$ cat src/rtl/piece_controller.sv
// piece_controller
//   Falling-piece controller for a block-stacking game. Holds the active
//   piece as an origin plus four 2-bit cell offsets. It spawns pieces,
//   applies one key or gravity action per video frame, and publishes the
//   current, previous and candidate cell positions to the board logic.
//
// Ports
//   Clk, Reset              system clock, synchronous active-high reset
//   frame_clk_rising_edge   one-Clk pulse per 60 Hz frame
//   key_*                   level-sensitive keys (rotations/moves edge-detected per frame)
//   next_piece              piece type from the random generator (7 aliases to 0)
//   can_move                legality flags [4] left [3] right [2] rot_r [1] rot_l [0] down
//   BOARD_BUSY              board is clearing/dropping lines; freezes the controller
//   x_block, y_block        current cells, 4 x 5-bit fields, cell0 in [19:15]
//   save_xblock/yblock      cells before the last change (equal to current otherwise)
//   x/y_move_*, x/y_rotate_* candidate cells for each action
//   get_new_block           one-Clk pulse when a new piece is placed
//   block                   color of the current piece (EMPTY after reset)
//   game_over               sticky game-over flag

package piece_controller_pkg;
    typedef enum logic [2:0] {
        EMPTY   = 3'd0,
        COLOR_I = 3'd1,
        COLOR_O = 3'd2,
        COLOR_T = 3'd3,
        COLOR_S = 3'd4,
        COLOR_Z = 3'd5,
        COLOR_J = 3'd6,
        COLOR_L = 3'd7
    } block_color;
endpackage

module piece_controller
    import piece_controller_pkg::*;
#(
    parameter int unsigned GRAVITY_FRAMES = 30,
    parameter int unsigned SPAWN_X        = 3
) (
    input  logic        Clk,
    input  logic        Reset,
    input  logic        frame_clk_rising_edge,
    input  logic        key_left,
    input  logic        key_right,
    input  logic        key_rot_l,
    input  logic        key_rot_r,
    input  logic        key_down,
    input  logic [2:0]  next_piece,
    input  logic [4:0]  can_move,
    input  logic        BOARD_BUSY,
    output logic [19:0] x_block,
    output logic [19:0] y_block,
    output logic [19:0] save_xblock,
    output logic [19:0] save_yblock,
    output logic [19:0] x_move_left,
    output logic [19:0] y_move_left,
    output logic [19:0] x_move_right,
    output logic [19:0] y_move_right,
    output logic [19:0] x_move_down,
    output logic [19:0] y_move_down,
    output logic [19:0] x_rotate_left,
    output logic [19:0] y_rotate_left,
    output logic [19:0] x_rotate_right,
    output logic [19:0] y_rotate_right,
    output logic        get_new_block,
    output block_color  block,
    output logic        game_over
);

    typedef enum logic [1:0] {SPAWN, FALL, GAME_OVER} state_t;
    typedef logic [3:0][1:0] offs_t;   // element [i] is the offset of cell i

    localparam int unsigned   CW        = (GRAVITY_FRAMES > 1) ? $clog2(GRAVITY_FRAMES) : 1;
    localparam logic [CW-1:0] GRAV_LAST = CW'(GRAVITY_FRAMES - 1);

    state_t     state_q, state_d;
    logic [4:0] px_q, px_d, py_q, py_d;
    offs_t      dx_q, dx_d, dy_q, dy_d;
    logic [2:0] type_q, type_d;
    logic [1:0] orient_q, orient_d;
    block_color color_q, color_d;
    logic [CW-1:0] grav_q, grav_d;
    logic [3:0] hist_q, hist_d;        // {rot_r, rot_l, left, right} at last eligible frame
    logic       get_new_q, get_new_d;
    logic [19:0] save_x_q, save_y_q;

    // Per-cell origin + offset, mod 32; cell0 lands in the top field.
    function automatic logic [19:0] cells(input logic [4:0] org, input offs_t d);
        logic [19:0] r;
        r = '0;
        for (int unsigned i = 0; i < 4; i++)
            r = {r[14:0], 5'(org + {3'b000, d[i]})};
        return r;
    endfunction

    function automatic offs_t mk(input logic [1:0] c0, input logic [1:0] c1,
                                 input logic [1:0] c2, input logic [1:0] c3);
        return {c3, c2, c1, c0};
    endfunction

    function automatic offs_t spawn_dx(input logic [2:0] t);
        case (t)
            3'd1:    return mk(2'd1, 2'd2, 2'd1, 2'd2);
            3'd2:    return mk(2'd1, 2'd0, 2'd1, 2'd2);
            3'd3:    return mk(2'd1, 2'd2, 2'd0, 2'd1);
            3'd4:    return mk(2'd0, 2'd1, 2'd1, 2'd2);
            3'd5:    return mk(2'd0, 2'd0, 2'd1, 2'd2);
            3'd6:    return mk(2'd2, 2'd0, 2'd1, 2'd2);
            default: return mk(2'd0, 2'd1, 2'd2, 2'd3);
        endcase
    endfunction

    function automatic offs_t spawn_dy(input logic [2:0] t);
        case (t)
            3'd1, 3'd3, 3'd4: return mk(2'd0, 2'd0, 2'd1, 2'd1);
            3'd2, 3'd5, 3'd6: return mk(2'd0, 2'd1, 2'd1, 2'd1);
            default:          return mk(2'd1, 2'd1, 2'd1, 2'd1);
        endcase
    endfunction

    // Rotated offsets; the O piece rotates onto itself.
    offs_t      rr_dx, rr_dy, rl_dx, rl_dy;
    logic [1:0] bound;
    always_comb begin
        bound = (type_q == 3'd0) ? 2'd3 : 2'd2;
        rr_dx = dx_q;
        rr_dy = dy_q;
        rl_dx = dx_q;
        rl_dy = dy_q;
        if (type_q != 3'd1) begin
            for (int unsigned i = 0; i < 4; i++) begin
                rr_dx[i] = bound - dy_q[i];
                rr_dy[i] = dx_q[i];
                rl_dx[i] = dy_q[i];
                rl_dy[i] = bound - dx_q[i];
            end
        end
    end

    logic loaded;
    assign loaded = (color_q != EMPTY);

    assign x_block        = cells(px_q, dx_q);
    assign y_block        = cells(py_q, dy_q);
    assign x_move_left    = loaded ? cells(px_q - 5'd1, dx_q) : '0;
    assign y_move_left    = loaded ? cells(py_q, dy_q)        : '0;
    assign x_move_right   = loaded ? cells(px_q + 5'd1, dx_q) : '0;
    assign y_move_right   = loaded ? cells(py_q, dy_q)        : '0;
    assign x_move_down    = loaded ? cells(px_q, dx_q)        : '0;
    assign y_move_down    = loaded ? cells(py_q + 5'd1, dy_q) : '0;
    assign x_rotate_right = loaded ? cells(px_q, rr_dx)       : '0;
    assign y_rotate_right = loaded ? cells(py_q, rr_dy)       : '0;
    assign x_rotate_left  = loaded ? cells(px_q, rl_dx)       : '0;
    assign y_rotate_left  = loaded ? cells(py_q, rl_dy)       : '0;

    // The save outputs are a one-cycle-delayed copy of the current cells,
    // so they differ only in the cycle right after a change.
    assign save_xblock   = save_x_q;
    assign save_yblock   = save_y_q;
    assign get_new_block = get_new_q;
    assign block         = color_q;
    assign game_over     = (state_q == GAME_OVER);

    logic       eligible, grav_req, down_req;
    logic [3:0] keys, edges;

    always_comb begin
        state_d   = state_q;
        px_d      = px_q;
        py_d      = py_q;
        dx_d      = dx_q;
        dy_d      = dy_q;
        type_d    = type_q;
        orient_d  = orient_q;
        color_d   = color_q;
        grav_d    = grav_q;
        hist_d    = hist_q;
        get_new_d = 1'b0;

        eligible = frame_clk_rising_edge && !BOARD_BUSY;
        keys     = {key_rot_r, key_rot_l, key_left, key_right};
        edges    = keys & ~hist_q;
        grav_req = (grav_q == GRAV_LAST);
        down_req = key_down || grav_req;

        case (state_q)
            SPAWN: begin
                if (eligible) begin
                    type_d    = (next_piece == 3'd7) ? 3'd0 : next_piece;
                    px_d      = 5'(SPAWN_X);
                    py_d      = '0;
                    dx_d      = spawn_dx(type_d);
                    dy_d      = spawn_dy(type_d);
                    orient_d  = '0;
                    color_d   = block_color'(type_d + 3'd1);
                    get_new_d = 1'b1;
                    grav_d    = '0;
                    hist_d    = keys;
                    state_d   = FALL;
                end
            end
            FALL: begin
                if (eligible) begin
                    hist_d = keys;
                    // A pending gravity request is held while a key action wins the frame.
                    grav_d = grav_req ? grav_q : grav_q + CW'(1);
                    if (edges[3]) begin
                        if (can_move[2]) begin
                            dx_d     = rr_dx;
                            dy_d     = rr_dy;
                            orient_d = orient_q + 2'd1;
                        end
                    end else if (edges[2]) begin
                        if (can_move[1]) begin
                            dx_d     = rl_dx;
                            dy_d     = rl_dy;
                            orient_d = orient_q - 2'd1;
                        end
                    end else if (edges[1]) begin
                        if (can_move[4]) px_d = px_q - 5'd1;
                    end else if (edges[0]) begin
                        if (can_move[3]) px_d = px_q + 5'd1;
                    end else if (down_req) begin
                        grav_d = '0;
                        if (can_move[0]) py_d = py_q + 5'd1;
                        else             state_d = (py_q == '0) ? GAME_OVER : SPAWN;
                    end
                end
            end
            GAME_OVER: ;
            default: state_d = SPAWN;
        endcase
    end

    always_ff @(posedge Clk) begin
        if (Reset) begin
            state_q   <= SPAWN;
            px_q      <= '0;
            py_q      <= '0;
            dx_q      <= '0;
            dy_q      <= '0;
            type_q    <= '0;
            orient_q  <= '0;
            color_q   <= EMPTY;
            grav_q    <= '0;
            hist_q    <= '0;
            get_new_q <= 1'b0;
            save_x_q  <= '0;
            save_y_q  <= '0;
        end else begin
            state_q   <= state_d;
            px_q      <= px_d;
            py_q      <= py_d;
            dx_q      <= dx_d;
            dy_q      <= dy_d;
            type_q    <= type_d;
            orient_q  <= orient_d;
            color_q   <= color_d;
            grav_q    <= grav_d;
            hist_q    <= hist_d;
            get_new_q <= get_new_d;
            save_x_q  <= x_block;
            save_y_q  <= y_block;
        end
    end

endmodule

$ cat config.mk
export PLATFORM = sky130hd
export DESIGN_NAME = piece_controller
export DESIGN_NICKNAME = d
export VERILOG_FILES = /design/src/rtl/piece_controller.sv
export SDC_FILE = /design/constraint.sdc
export NUM_CORES = 1
export LEC_CHECK = 0
export CAP_MARGIN = 15
export CORE_MARGIN = 8
export CORE_UTILIZATION = 50
export CTS_CLUSTER_SIZE = 30
export DETAILED_ROUTE_END_ITERATION = 12
export PLACE_DENSITY = 0.87
export SKIP_CTS_REPAIR_TIMING = 1
export SYNTH_ARGS = -nofsm -noshare
export SYNTH_HDL_FRONTEND = slang
export SYNTH_SLANG_ARGS = --single-unit
$ cat constraint.sdc
create_clock -name Clk -period 6.9 [get_ports Clk]
set_input_delay 1.035 -clock Clk [delete_from_list [all_inputs] [get_ports Clk]]
set_output_delay 1.035 -clock Clk [all_outputs]
set_load 0.05 [all_outputs]
* After elaboration in Yosys (flattened, before gate mapping)
Cells that the tools add are included.
Widths: inputs -> output; s select.
** Word-level totals
- Flip-flop bits (word level) :: 84
- Bits in latches :: 0
- RAM bits :: 0
- ROM bits :: 0
- Bits of input ports :: 17
- Output and inout bits :: 285
- Word-level logic and storage cells :: 184
- Memories kept :: 0
** Operators by class
- Add/sub/neg operators :: 49
- Multipliers :: 0
- Div/mod/pow operators :: 0
- Magnitude comparators :: 0
- Equality and inequality tests :: 26
- Shift operators :: 0
- Mux-type cells :: 68
- Bitwise operators :: 4
- Reductions and logical operators :: 19
** Operator list (number)
- $add 5x2->5 :: 36
- $mux 20 :: 9
- $mux 8 :: 16
- $mux 5 :: 23
- $pmux 8 s6 :: 1
- $pmux 8 s2 :: 2
- $pmux 5 s2 :: 3
- $mux 2 :: 9
- $ne 2x2->1 const B :: 9
- $ne 3x3->1 const B :: 6
- $reduce_and 9->1 :: 2
- $sub 2x2->2 :: 8
- $add 5x1->5 const B :: 3
- $eq 3x3->1 const B :: 4
- $reduce_and 8->1 :: 1
- $eq 3x2->1 const B :: 2
- $pmux 2 s3 :: 1
- $pmux 3 s2 :: 1
- $reduce_and 6->1 :: 1
- $reduce_or 3->1 :: 2
- $eq 5x5->1 const B :: 1
- $logic_not 5->1 :: 1
- $sub 5x1->5 const B :: 1
- $and 4x4->4 :: 1
- other kinds (19) :: 23

* Logic depth before layout (Yosys ltp)
- Depth after elaboration :: 10
- Gate-level depth with buffers :: 10
- Gate-level depth less buffers :: 9

* Least setup slack after synthesis
No wires, ideal clock.
- Kind :: reg-to-output
- From :: reg px_q[1]
- To :: out x_move_right[14]
- Arrival :: 3.562 ns
- Required time :: 5.865 ns
- Setup slack :: 2.303 ns
- Cell stages (with the launch flop) :: 7
- Path buffers :: 0
- Cell sequence :: dfxtp_1 inv_1 ha_1 inv_1 fa_1 nor2_1 mux2i_1
** Between the ends
- Word-level cells in the longest chain between the ends :: 3
** Ends and longest elaborated chain
- start, declared :: RTL line 77 : logic [4:0] px_q, px_d, py_q, py_d;
- start signal, assigned :: RTL line 252 : px_q <= px_d;
- $add 5x1->5 :: RTL line 147 : assign x_move_right = loaded ? cells(px_q + 5'd1, dx_q) : '0;
- $add 5x2->5 :: RTL line 92 : r = {r[14:0], 5'(org + {3'b000, d[i]})};
- $mux 20 :: RTL line 147
- end, declared :: RTL line 57 : output logic [19:0] x_move_right,
Every way passes these cells.

* Final worst setup path
Ends and elaborated chain as after synthesis.

==> flow_metrics.py <==
metrics = {
    "outcome": {
        "status": "finished clean",
    },
    "global_routing": {
        "antenna_found_initial": 0,
        "track_usage_pct": 27.0,
        "grt_pass1_wl_mm": 47.1,
        "grt_overflow_total": 0,
        "grt_pass1_vias": 8585,
        "grt_max_degree": 101,
    },
    "floorplan": {
        "io_pins": 302,
        "die_h_um": 147,
        "die_area_um2": 21700,
        "coreArea_um2": 17100,
        "num_rows": 48,
        "die_w_um": 147,
        "start_util_pct": 50.5,
    },
    "finish": {
        "final_util_pct": 69.4,
        "area_delta_synth_final_pct": 37.6,
        "final_layout_size_suffix_gt1_share_pct": 3.11,
        "final_area_um2": 11800,
        "diodes": 0,
        "fillers": 1354,
        "num-nets-final": 1517,
    },
    "sta": {
        "finalCriticalPeriod_ps": 5660,
        "maxSlewHeadroom_pct": 28.3,
        "min_period_over_period_pct": 82.0,
        "final.setup_skew_ps": 11.9,
        "tightest_slew_ps": 1070,
        "slew_violations": 0,
        "hold_slack_ps": 463,
        "hold_viol": 0,
        "setup_tns_ps": 0,
        "final-setup-viol-count": 0,
        "fmax_ghz": 0.177,
        "rsz0062_at_grt": "no",
    },
    "clocking": {
        "clockBufferDepth": 2,
        "numCtsBuffers": 9,
        "root_buffer": "clkbuf_16",
        "cts_max_level": 3,
        "worstSkewPairLatency_ps": 350,
        "cts_sinks": 84,
        "cts_tree": "built",
        "path_clk_slew_ps": 70,
    },
    "placed_design": {
        "gp_congestion": 0.907,
        "portBuffers": 301,
        "placed_cell_area_um2": 11500,
        "hpwl_mm": 23.9,
    },
    "route": {
        "wl_mm": 30.7,
        "avgViaCountPerCell": 5.45,
        "wl_met2_mm": 15.3,
        "drtAntennaViolNets": 0,
        "drt_iter0_drc": 655,
        "drcViolationCount": 0,
        "wl_met1_mm": 12.0,
        "top_layer": "met4",
        "drt-wirelength-per-cell_um": 19.1,
        "route.met3.wl_mm": 2.46,
        "drt_first_pass_iters": 6,
        "vias": 8765,
    },
    "pwr": {
        "ir_worst_vdd_mv": 0.135,
        "p_per_area_nw_per_um2": 158,
        "power.internal_uw": 1020,
        "switchingPower_uw": 852,
        "power_frac_seq_pct": 28.6,
        "netSwitchingFraction_pct": 45.5,
        "clockPowerShare_pct": 25.0,
        "p_leak_uw": 0.00485,
        "power_frac_comb_pct": 46.4,
    },
    "min_path": {
        "hold_class": "flop to flop",
        "min_from": "hist_q[2]",
        "hold_end": "hist_q[2]",
        "min_path_cells": 2,
    },
    "yosys": {
        "syn-num-nets": 1281,
        "synth_seq_cells": 84,
        "yosys_warnings": 0,
        "netlist_top_cells_count": "nor2_1, inv_1, ha_1",
        "synth_cell_type_count": 69,
        "syn_area_um2": 8610,
        "synth_ff_type": "dfxtp_1",
        "async_reset_ff_share_pct": 0,
        "synth_most_common_cell": "nor2_1",
        "synth_edf_count": 0,
        "synth_top_area_share_pct": 19.5,
        "syn_inst": 1142,
        "syn_area_per_cell_um2": 7.54,
        "yosysTopAreaCell": "dfxtp_1",
        "ys_seq_area_share_pct": 19.5,
        "synth_area_leaders": "dfxtp_1, ha_1, nor2_1",
    },
    "setup_path": {
        "reg2reg_depth": 7,
        "path_class": "flop to primary output",
        "worstSetupEndpointType": "primary output",
        "r2r-start": "px_q[1]",
        "critPathArrivalTime_ps": 4620,
        "start_kind": "flop",
        "rrSetupSlack_ps": 3640,
        "cp.required_ps": 5860,
        "r2r_end": "px_q[1]",
        "worst-path-max-fanout": 20,
    },
    "run": {
        "cap_violations": 0,
    },
}
## placed cells by master (no fill, tap or decap), types with 23 or more instances in the layout
cell             count
fa_1                36
clkdlybuf4s50_1    300
ha_1                86
and2_1              32
o21ai_1             23
xor2_1              49
nor2_1             226
inv_1               87
nor2b_1             35
xnor2_1             53
nand2_1             83
dfxtp_1             84
a21oi_1             83
## per-layer routing
metal  up-vias  global-route usage, %
met5         -                      0
met2       421                   47.6
li1       4175                      -
met1      4103                   31.5
met3        66                   5.48
met4         0                   10.6
## flip-flops by register name, summed over array words and instances (netlist names)
name           cells
save_xblock       20
save_yblock       20
dx_q               8
dy_q               8
grav_q             5
px_q               5
py_q               5
hist_q             4
block              3
type_q             3
state_q            2
get_new_block      1
## final cells by class
type / instances / area [um^2] / area share [%]
Sequential cell: 84 / 1680 / 14.2
Tap cell: 225 / 282 / 2.38
Inverter: 88 / 330 / 2.79
Clock buffer: 10 / 229 / 1.93
Clock inverter: 6 / 48.8 / 0.412
Multi-Input combinational cell: 883 / 6160 / 52.0
Timing Repair Buffer: 312 / 3110 / 26.3
## through the flow
| stage | power, uW | std cells | worst slack, ps |
|---|---|---|---|
| global placement | 1400 | 1591 | 1760 |
| detailed placement | 1410 | 1591 | 1600 |
| CTS | 1870 | 1607 | 1250 |
| floorplan | 1130 | 1142 | 2300 |
| global route | 1950 | 1608 | 928 |
| finish | 1870 | 1608 | 1240 |
## critical path: stages (launching register included)
cell and delay [ps]:
dfxtp_1 900, inv_1 580, ha_1 730, inv_1 340, fa_1 500, nor2_1 150
mux2i_1 210, clkdlybuf4s50_1 850
## cell families (layout without fill, tap and decap cells)
kind of cell | Yosys count | after routing | synth area share, %
AOI/OAI and AO/OA | 182 | 182 | 12.9
xor gates and xnor gates | 105 | 105 | 10.9
adders and majority gates | 122 | 122 | 20.9
buffers and inverters | 175 | 416 | 8.98
DFF | 84 | 84 | 19.5
muxes | 16 | 16 | 1.90
and+or+nand+nor | 458 | 458 | 24.9
## power by group through the flow
| stage | registers (uW) | clock network, uW | logic (uW) |
|---|---|---|---|
| 2_1_floorplan | 556 | 0 | 572 |
| 3_3_place_gp | 544 | 0 | 851 |
| 3_5_place_dp | 545 | 0 | 860 |
| 4_1_cts | 534 | 473 | 864 |
| 5_1_grt | 537 | 493 | 919 |
| 6_report | 536 | 468 | 868 |
## worst max path at each step
stage,startpoint,to,depth (start not counted)
after global placement,px_q[1],x_move_left[3],9
final,px_q[1],x_move_right[14],7
after global routing,px_q[1],x_move_right[9],7
after CTS,px_q[1],x_move_left[18],9
after detailed placement,px_q[1],x_move_right[14],7
after floorplan,px_q[1],x_move_right[14],6
No activity file was read; power rests on OpenSTA's default activity.
